<file path="config.mk">
export PLATFORM = sky130hd
export DESIGN_NAME = lifo_stack_v2
export DESIGN_NICKNAME = d
export VERILOG_FILES = /design/src/rtl/lifo_stack_v2.sv
export SDC_FILE = /design/constraint.sdc
export NUM_CORES = 1
export LEC_CHECK = 0
export CORE_MARGIN = 8
export CORE_UTILIZATION = 40
export CTS_CLUSTER_DIAMETER = 80
export DETAILED_ROUTE_END_ITERATION = 6
export PLACE_DENSITY = 0.59
export SETUP_SLACK_MARGIN = 0.4
export SLEW_MARGIN = 10
export SYNTH_ARGS = -nofsm -noshare
export SYNTH_HDL_FRONTEND = slang
export SYNTH_SLANG_ARGS = --single-unit
</file>
<file path="constraint.sdc">
create_clock -name clk -period 7.4 [get_ports clk]
set_input_delay 1.48 -clock clk [delete_from_list [all_inputs] [get_ports clk]]
set_output_delay 1.48 -clock clk [all_outputs]
set_load 0.01 [all_outputs]
</file>
<file path="src/rtl/lifo_stack_v2.sv">
// Parametrised synchronous LIFO with occupancy count, almost-full threshold, top-of-stack peek,
// push+pop replace-top / empty bypass, flush and sticky overflow/underflow flags.
module lifo_stack_v2 #(
    parameter int STACK_DEPTH = 8,
    parameter int WORD_LEN    = 8,
    parameter int AF_LEVEL    = 6
) (
    input  logic                           clk,
    input  logic                           rstn,
    input  logic [WORD_LEN-1:0]            data_in,
    input  logic                           push,
    input  logic                           pop,
    input  logic                           flush,
    input  logic                           clear_err,
    output logic [WORD_LEN-1:0]            data_out,
    output logic                           out_valid,
    output logic [WORD_LEN-1:0]            top,
    output logic [$clog2(STACK_DEPTH):0]   count,
    output logic                           full,
    output logic                           empty,
    output logic                           almost_full,
    output logic                           overflow,
    output logic                           underflow
);

    localparam int CW = $clog2(STACK_DEPTH) + 1;
    localparam int AW = $clog2(STACK_DEPTH);

    logic [WORD_LEN-1:0] mem [STACK_DEPTH];

    logic [CW-1:0]       count_reg, count_next;
    logic [WORD_LEN-1:0] data_out_reg, data_out_next;
    logic                out_valid_reg, out_valid_next;
    logic                overflow_reg, overflow_next;
    logic                underflow_reg, underflow_next;

    logic                mem_we;
    logic [AW-1:0]       mem_waddr;
    logic [CW-1:0]       count_m1;
    logic [AW-1:0]       wr_ptr;
    logic [AW-1:0]       top_ptr;
    logic                is_full;
    logic                is_empty;

    // wr_ptr is only used when not full and top_ptr only when not empty, so truncation is safe.
    assign count_m1 = count_reg - CW'(1);
    assign wr_ptr   = count_reg[AW-1:0];
    assign top_ptr  = count_m1[AW-1:0];
    assign is_full  = (count_reg == CW'(STACK_DEPTH));
    assign is_empty = (count_reg == '0);

    always_comb begin
        count_next     = count_reg;
        data_out_next  = data_out_reg;
        out_valid_next = 1'b0;
        overflow_next  = overflow_reg  & ~clear_err;
        underflow_next = underflow_reg & ~clear_err;
        mem_we         = 1'b0;
        mem_waddr      = wr_ptr;
        if (flush) begin
            count_next = '0;
        end else begin
            case ({push, pop})
                2'b10: begin
                    if (is_full) begin
                        overflow_next = 1'b1;
                    end else begin
                        mem_we     = 1'b1;
                        count_next = count_reg + CW'(1);
                    end
                end
                2'b01: begin
                    if (is_empty) begin
                        underflow_next = 1'b1;
                    end else begin
                        data_out_next  = mem[top_ptr];
                        out_valid_next = 1'b1;
                        count_next     = count_m1;
                    end
                end
                2'b11: begin
                    out_valid_next = 1'b1;
                    if (is_empty) begin
                        data_out_next = data_in;
                    end else begin
                        // Replace-top: old top leaves, new word takes its slot.
                        data_out_next = mem[top_ptr];
                        mem_we        = 1'b1;
                        mem_waddr     = top_ptr;
                    end
                end
                default: ;
            endcase
        end
    end

    always_ff @(posedge clk) begin
        if (rstn) begin
            count_reg     <= '0;
            data_out_reg  <= '0;
            out_valid_reg <= 1'b0;
            overflow_reg  <= 1'b0;
            underflow_reg <= 1'b0;
        end else begin
            count_reg     <= count_next;
            data_out_reg  <= data_out_next;
            out_valid_reg <= out_valid_next;
            overflow_reg  <= overflow_next;
            underflow_reg <= underflow_next;
        end
    end

    // Storage is left uninitialised by reset; only the write is blocked during it.
    always_ff @(posedge clk) begin
        if (mem_we && !rstn) begin
            mem[mem_waddr] <= data_in;
        end
    end

    assign data_out    = data_out_reg;
    assign out_valid   = out_valid_reg;
    assign count       = count_reg;
    assign full        = is_full;
    assign empty       = is_empty;
    assign almost_full = (count_reg >= CW'(AF_LEVEL));
    assign top         = is_empty ? '0 : mem[top_ptr];
    assign overflow    = overflow_reg;
    assign underflow   = underflow_reg;

endmodule

</file>
==> impl_metrics.tcl, run 1 <==
set metrics [dict create \
    final_cells 400 \
    synth.area.top_cells "edfxtp_1 54%, mux2i_1 9.8%, dfxtp_1 8.4%" \
    switchingPower_mw 0.2245 \
    finalCritPeriodShare_pct 71.32 \
    register_area_sq_um 2222 \
    cts_root_buffer "clkbuf_8" \
    critical_path.top_delay_family "adder cells" \
    place_area_sq_um 4070 \
    vias 2140 \
    ff2ff_setup_slack_ns 3.76 \
    drc 0 \
    netlist_instances 247 \
    use_met1_pct 17.13 \
    clock_latency_ns 0.35 \
    leakagePower_nw 1.389 \
    final_hold_viol_count 0 \
    crit_path_start_kind "flip-flop" \
    whs_path_depth 2 \
    rows 34 \
    hpwlAfterDp_um 4994 \
    cts_resized 0 \
    whs_endpoint "overflow" \
    post_cts.repair.setup_buffers 0 \
    r2r-end "mem[4][5]" \
    cp-end-kind "output pin" \
    dp_cells 384 \
    drive_gt1_share_pct 14.38 \
    worst_pin_slew_ns 1.204 \
    worstPathRequired_ns 5.92 \
    syn-num-nets 264 \
    hold_buffers 0 \
    reg2regPathDepth 4 \
    worst-setup-path-type "flip-flop to output pin" \
    ys.flop_type "edfxtp_1" \
    die_area_sq_um 12180 \
    cts_max_level 3 \
    antenna_left 0 \
    clock_sinks 79 \
    syn_avg_cell_area_sq_um 14.43 \
    overflow 0 \
    antennaDiodeCount 0 \
    syn_area_sq_um 3563 \
    use_met2_pct 22.55 \
    path_cells "inv_1, ha_2, mux2i_1, mux4_2, nor2_1, clkdlybuf4s50_1" \
    ys_seq_area_share_pct 62.36 \
    slew-limit-headroom_pct 18.71 \
    crit_buf_inv 2 \
    cts_buffer_depth 2 \
    port_buffers 39 \
    synth_top_area_share_pct 53.93 \
    antenna_found_initial 0 \
    initialDrtViolationCount 88 \
    clock_skew_ns 0.008987 \
    report.final.slew_viol_count 0 \
    switching_share_pct 25.37 \
    cts.clk_slew.worst_paths_ns 0.09 \
    worst_path_largest_cell_delay_ns 1.18 \
    die_h_um 110.4 \
    numCtsBuffers 9 \
    timing.setup.tns_ns 0 \
    design_area_sq_um 4252 \
    ys_types 42 \
    status "finished, final reports clean" \
    max_freq_ghz 0.1895 \
    fin_crit_ns 5.277 \
    maxCapViolations 0 \
    die_x_um 110.4 \
    hold_class "flip-flop to flip-flop" \
    rsz0062_at_grt "false" \
    nets 304 \
    grt_pass1_vias 2111 \
    min_from "overflow" \
    multi_input_area_sq_um 1269 \
    routabilityCongestion 0.7670 \
    start_util_pct 41.06 \
    hold_slack_ns 0.4544 \
    largest_reg_flops 64 \
    synth_area_leader_cell "edfxtp_1" \
    wl_um 7888 \
    io_pins 40 \
    crit_arrival_ns 3.80 \
    coreArea_sq_um 8678 \
    async_flop_share_pct 0 \
    busiest_layer "met2" \
    synth-edff-count 64 \
    syn_to_final_growth_pct 19.31 \
    ir_drop_mv 0.1301 \
    p_seq_share_pct 55.0 \
    synth_seq_cells 79 \
    grt_max_degree 36 \
    r2r-start "count[0]" \
    crit_start "count[0]" \
    grt_first_pass_wirelength_um 11950 \
    combPwrFrac_pct 11.8 \
    cp_max_fo 35 \
    p_clk_share_pct 33.2 \
    p_per_area_nw_per_um2 208.1 \
    wl_per_cell_um 19.72 \
    fillers 782 \
    cts_tree "yes" \
    grt_util_all_layers_pct 13.78 \
    ys_warn_count 0 \
    grt_util_met3_pct 4.419 \
    setup_viol 0 \
    slowest_stage "ha_2" \
    firstDrtPassIters 4 \
    intPower_mw 0.6605 \
    routed_via_density 5.350 \
]
==> worst max-delay path by stage <==
stage,slack (ns),depth (start not counted),endpoint
6_report,2.12,6,top[2]
5_1_grt,1.83,6,top[6]
4_1_cts,2.06,6,top[6]
2_1_floorplan,3.75,8,top[7]
3_5_place_dp,2.48,6,top[6]
3_3_place_gp,2.54,6,top[6]
==> per-stage QoR <==
stage | utilization (%) | setup WS (ns) | total power [mW]
2_1_floorplan | - | 3.747 | 0.5651
3_3_place_gp | 46.90 | 2.544 | 0.6013
3_5_place_dp | 46.90 | 2.482 | 0.6024
4_1_cts | 48.99 | 2.060 | 0.8935
5_1_grt | 48.99 | 1.832 | 0.9181
6_report | 48.99 | 2.123 | 0.8850
==> area by class of cell <==
cell class | instances | share of cell area (%)
clock buffers | 10 | 3.002
well taps | 108 | 3.178
inverters | 5 | 0.5592
multi-input cells | 149 | 29.84
repair buffers | 43 | 9.888
flip-flops and latches | 79 | 52.27
clock inverters | 6 | 1.265
==> tightest hold or removal path: cells and delay by family (launching register included) <==
kind,cells,cell delay (ns)
AO/OA/AOI/OAI,1,0.05
AND/OR/NAND/NOR,1,0.05
flip-flops,1,0.33
==> cells by family after synthesis <==
| kind of cell | synth area share [%] |
|---|---|
| simple gates | 13.45 |
| mux | 15.20 |
| buf+inv | 3.371 |
| fa+ha+maj | 1.053 |
| compound gates | 3.582 |
| xor+xnor | 0.9833 |
| flops | 62.36 |
==> synthesized netlist by cell type (all sizes together), types with 2 or more instances <==
cell type	n
a21oi	6
and3	2
buf	10
clkbuf	4
dfxtp	15
edfxtp	64
ha	3
inv	4
mux2i	35
mux4	8
nand2	5
nand2b	10
nand3	8
nand3b	10
nand4b	8
nor2	16
nor2b	4
nor3	6
nor4	4
o21ai	5
or3	2
xnor2	3
==> cells in the final DEF (no fill, tap or decap), types with 2 or more instances in the layout <==
| cell | n |
|---|---|
| a21oi_1 | 6 |
| and3_1 | 2 |
| buf_4 | 4 |
| clkbuf_8 | 9 |
| clkdlybuf4s50_1 | 39 |
| clkinv_4 | 4 |
| dfxtp_1 | 15 |
| edfxtp_1 | 64 |
| ha_1 | 2 |
| inv_1 | 4 |
| mux2i_1 | 35 |
| mux4_2 | 8 |
| nand2_1 | 5 |
| nand2b_1 | 10 |
| nand3_1 | 8 |
| nand3b_1 | 10 |
| nand4b_1 | 8 |
| nor2_1 | 15 |
| nor2b_1 | 4 |
| nor3_1 | 2 |
| nor3_2 | 4 |
| nor4_2 | 4 |
| o21ai_0 | 4 |
| or3_1 | 2 |
| xnor2_1 | 3 |
==> per-layer routing <==
layer	share of wire, %	wire [um]	vias up
met5	0	0	-
li1	-	-	1023
met4	0.43	34	0
met3	5.8	460	4
met1	45	3514	1050
met2	49	3878	63
==> power by group through the flow <==
stage / combinational (mW) / sequential, mW / clock (mW)
after global routing: 0.113 / 0.488 / 0.317
final: 0.104 / 0.487 / 0.294
after CTS: 0.106 / 0.487 / 0.301
after detailed placement: 0.105 / 0.497 / 0
after floorplan: 0.0674 / 0.498 / 0
after global placement: 0.104 / 0.497 / 0
(Power assumes the default switching activity.)
==> run 2: changes to the inputs <==
==> constraint.sdc (replaced) <==
create_clock -name clk -period 5.35 [get_ports clk]
set_input_delay 1.07 -clock clk [delete_from_list [all_inputs] [get_ports clk]]
set_output_delay 1.07 -clock clk [all_outputs]
set_load 0.01 [all_outputs]
==> run 2 against run 1 <==
Final area up 1.2%. Wire length up 0.23%. Global-route usage up 0.093 points. Largest power group unchanged. Sequential share of layout area down 0.64 points. Total power up 48%. Sequential power up 38%. Hold slack better by 0.0088 ns. Critical path depth up 1. Register-to-register slack worse by 1.8 ns. Clock power up 66%.
==> impl_metrics.tcl, run 2 (synthesis results as in run 1) <==
set metrics [dict create \
    critical_path.top_delay_family "adder cells" \
    antenna_left 0 \
    antenna_found_initial 0 \
    grt_first_pass_wirelength_um 12150 \
    rsz0062_at_grt "false" \
    firstDrtPassIters 4 \
    antennaDiodeCount 0 \
    setup_viol 0 \
    wl_per_cell_um 19.67 \
    clock_skew_ns 0.008210 \
    hpwlAfterDp_um 5076 \
    path_cells "inv_1, buf_4, ha_2, mux2i_1, mux4_2, nor2_1, clkdlybuf4s50_1" \
    overflow 0 \
    fillers 805 \
    r2r-start "count[0]" \
    cts_buffer_depth 2 \
    die_x_um 110.4 \
    crit_buf_inv 3 \
    finalCritPeriodShare_pct 85.89 \
    final_common_cell "edfxtp_1" \
    die_h_um 110.4 \
    grt_max_degree 36 \
    reg2regPathDepth 8 \
    numCtsBuffers 9 \
    syn_to_final_growth_pct 20.79 \
    max_freq_ghz 0.2176 \
    wl_um 7906 \
    crit_start "count[0]" \
    worst-setup-path-type "flip-flop to output pin" \
    initialDrtViolationCount 107 \
    status "finished, final reports clean" \
    endpoint "top[0]" \
    routed_via_density 5.376 \
    r2r-end "mem[6][0]" \
    clock_sinks 79 \
    worstPathRequired_ns 4.28 \
    crit_arrival_ns 3.53 \
    slew-limit-headroom_pct 15.49 \
    worst_pin_slew_ns 1.252 \
    drc 0 \
    leakagePower_nw 1.419 \
    final_cell_mix "64 x edfxtp_1, 39 x clkdlybuf4s50_1, 35 x mux2i_1, 15 x nor2_1, 15 x dfxtp_1" \
    cts_tree "yes" \
    cts_root_buffer "clkbuf_8" \
    cts.clk_slew.worst_paths_ns 0.09 \
    grt_util_all_layers_pct 13.87 \
    coreArea_sq_um 8678 \
    drive_gt1_share_pct 15.31 \
    ir_drop_mv 0.1560 \
    cts_resized 0 \
    die_area_sq_um 12180 \
    maxCapViolations 0 \
    largest_reg_flops 64 \
    port_buffers 39 \
    io_pins 40 \
    cts_max_level 3 \
    crit_cells 7 \
    hold_class "flip-flop to flip-flop" \
    final_hold_viol_count 0 \
    clock_latency_ns 0.35 \
    hold_slack_ns 0.4632 \
    ff2ff_setup_slack_ns 1.98 \
    worst_path_largest_cell_delay_ns 1.04 \
    post_cts.repair.setup_buffers 0 \
    routabilityCongestion 0.7679 \
    start_util_pct 41.06 \
    nets 306 \
    rows 34 \
    fin_crit_ns 4.595 \
    register_area_sq_um 2222 \
    cp-end-kind "output pin" \
    vias 2161 \
    crit_path_start_kind "flip-flop" \
    cp_max_fo 35 \
    hold_buffers 0 \
    report.final.slew_viol_count 0 \
    p_per_area_nw_per_um2 303.7 \
    multi_input_area_sq_um 1269 \
    grt_pass1_vias 2162 \
    slowest_stage "ha_2" \
    timing.setup.tns_ns 0 \
]
[run 2: worst min-delay path by stage]
stage              from       end  slack, ns  depth (start not counted)
2_1_floorplan  overflow  overflow       0.48                          2
3_3_place_gp   overflow  overflow       0.44                          2
3_5_place_dp   overflow  overflow       0.44                          2
4_1_cts        overflow  overflow       0.46                          2
5_1_grt        overflow  overflow       0.49                          2
6_report       overflow  overflow       0.46                          2
[run 2: where the power goes]
group          internal [mW]  switching [mW]  leakage, nW  total [mW]
combinational         0.0699          0.0759        0.612       0.146
sequential             0.669         0.00422        0.697       0.673
clock                  0.263           0.225        0.110       0.488
total                   1.00           0.305         1.42        1.31
[run 2: layout make-up]
cell class,count,area share [%]
clock buffers,9,2.878
clock inverters,7,2.209
inverters,5,0.5523
multi-input cells,149,29.48
flip-flops and latches,79,51.63
well taps,108,3.140
repair buffers,45,10.12
[run 2: through the flow]
stage	util, %	worst slack (ns)	cell area (sq um)	instances	total power, mW
after global routing	49.60	0.5336	4304	402	1.353
after floorplan	-	2.107	3563	247	0.7817
after CTS	49.60	0.6713	4304	402	1.320
after global placement	47.07	1.126	4085	386	0.8334
final	49.60	0.7548	4304	402	1.307
after detailed placement	47.07	1.102	4085	386	0.8353
[run 2: per-layer routing]
| layer | vias to the layer above | track usage (%) | share of wire (%) |
|---|---|---|---|
| met5 | - | 0 | 0 |
| met1 | 1074 | 17.67 | 45 |
| met2 | 56 | 21.74 | 48 |
| met4 | 0 | 5.614 | 1.4 |
| li1 | 1022 | - | - |
| met3 | 9 | 4.012 | 5.7 |
[run 2: tightest hold or removal path, delay by kind of cell, from the launching register on]
family	cells	cell delay [ns]
AOI/OAI and AO/OA	1	0.05
and+or+nand+nor	1	0.05
DFF	1	0.33
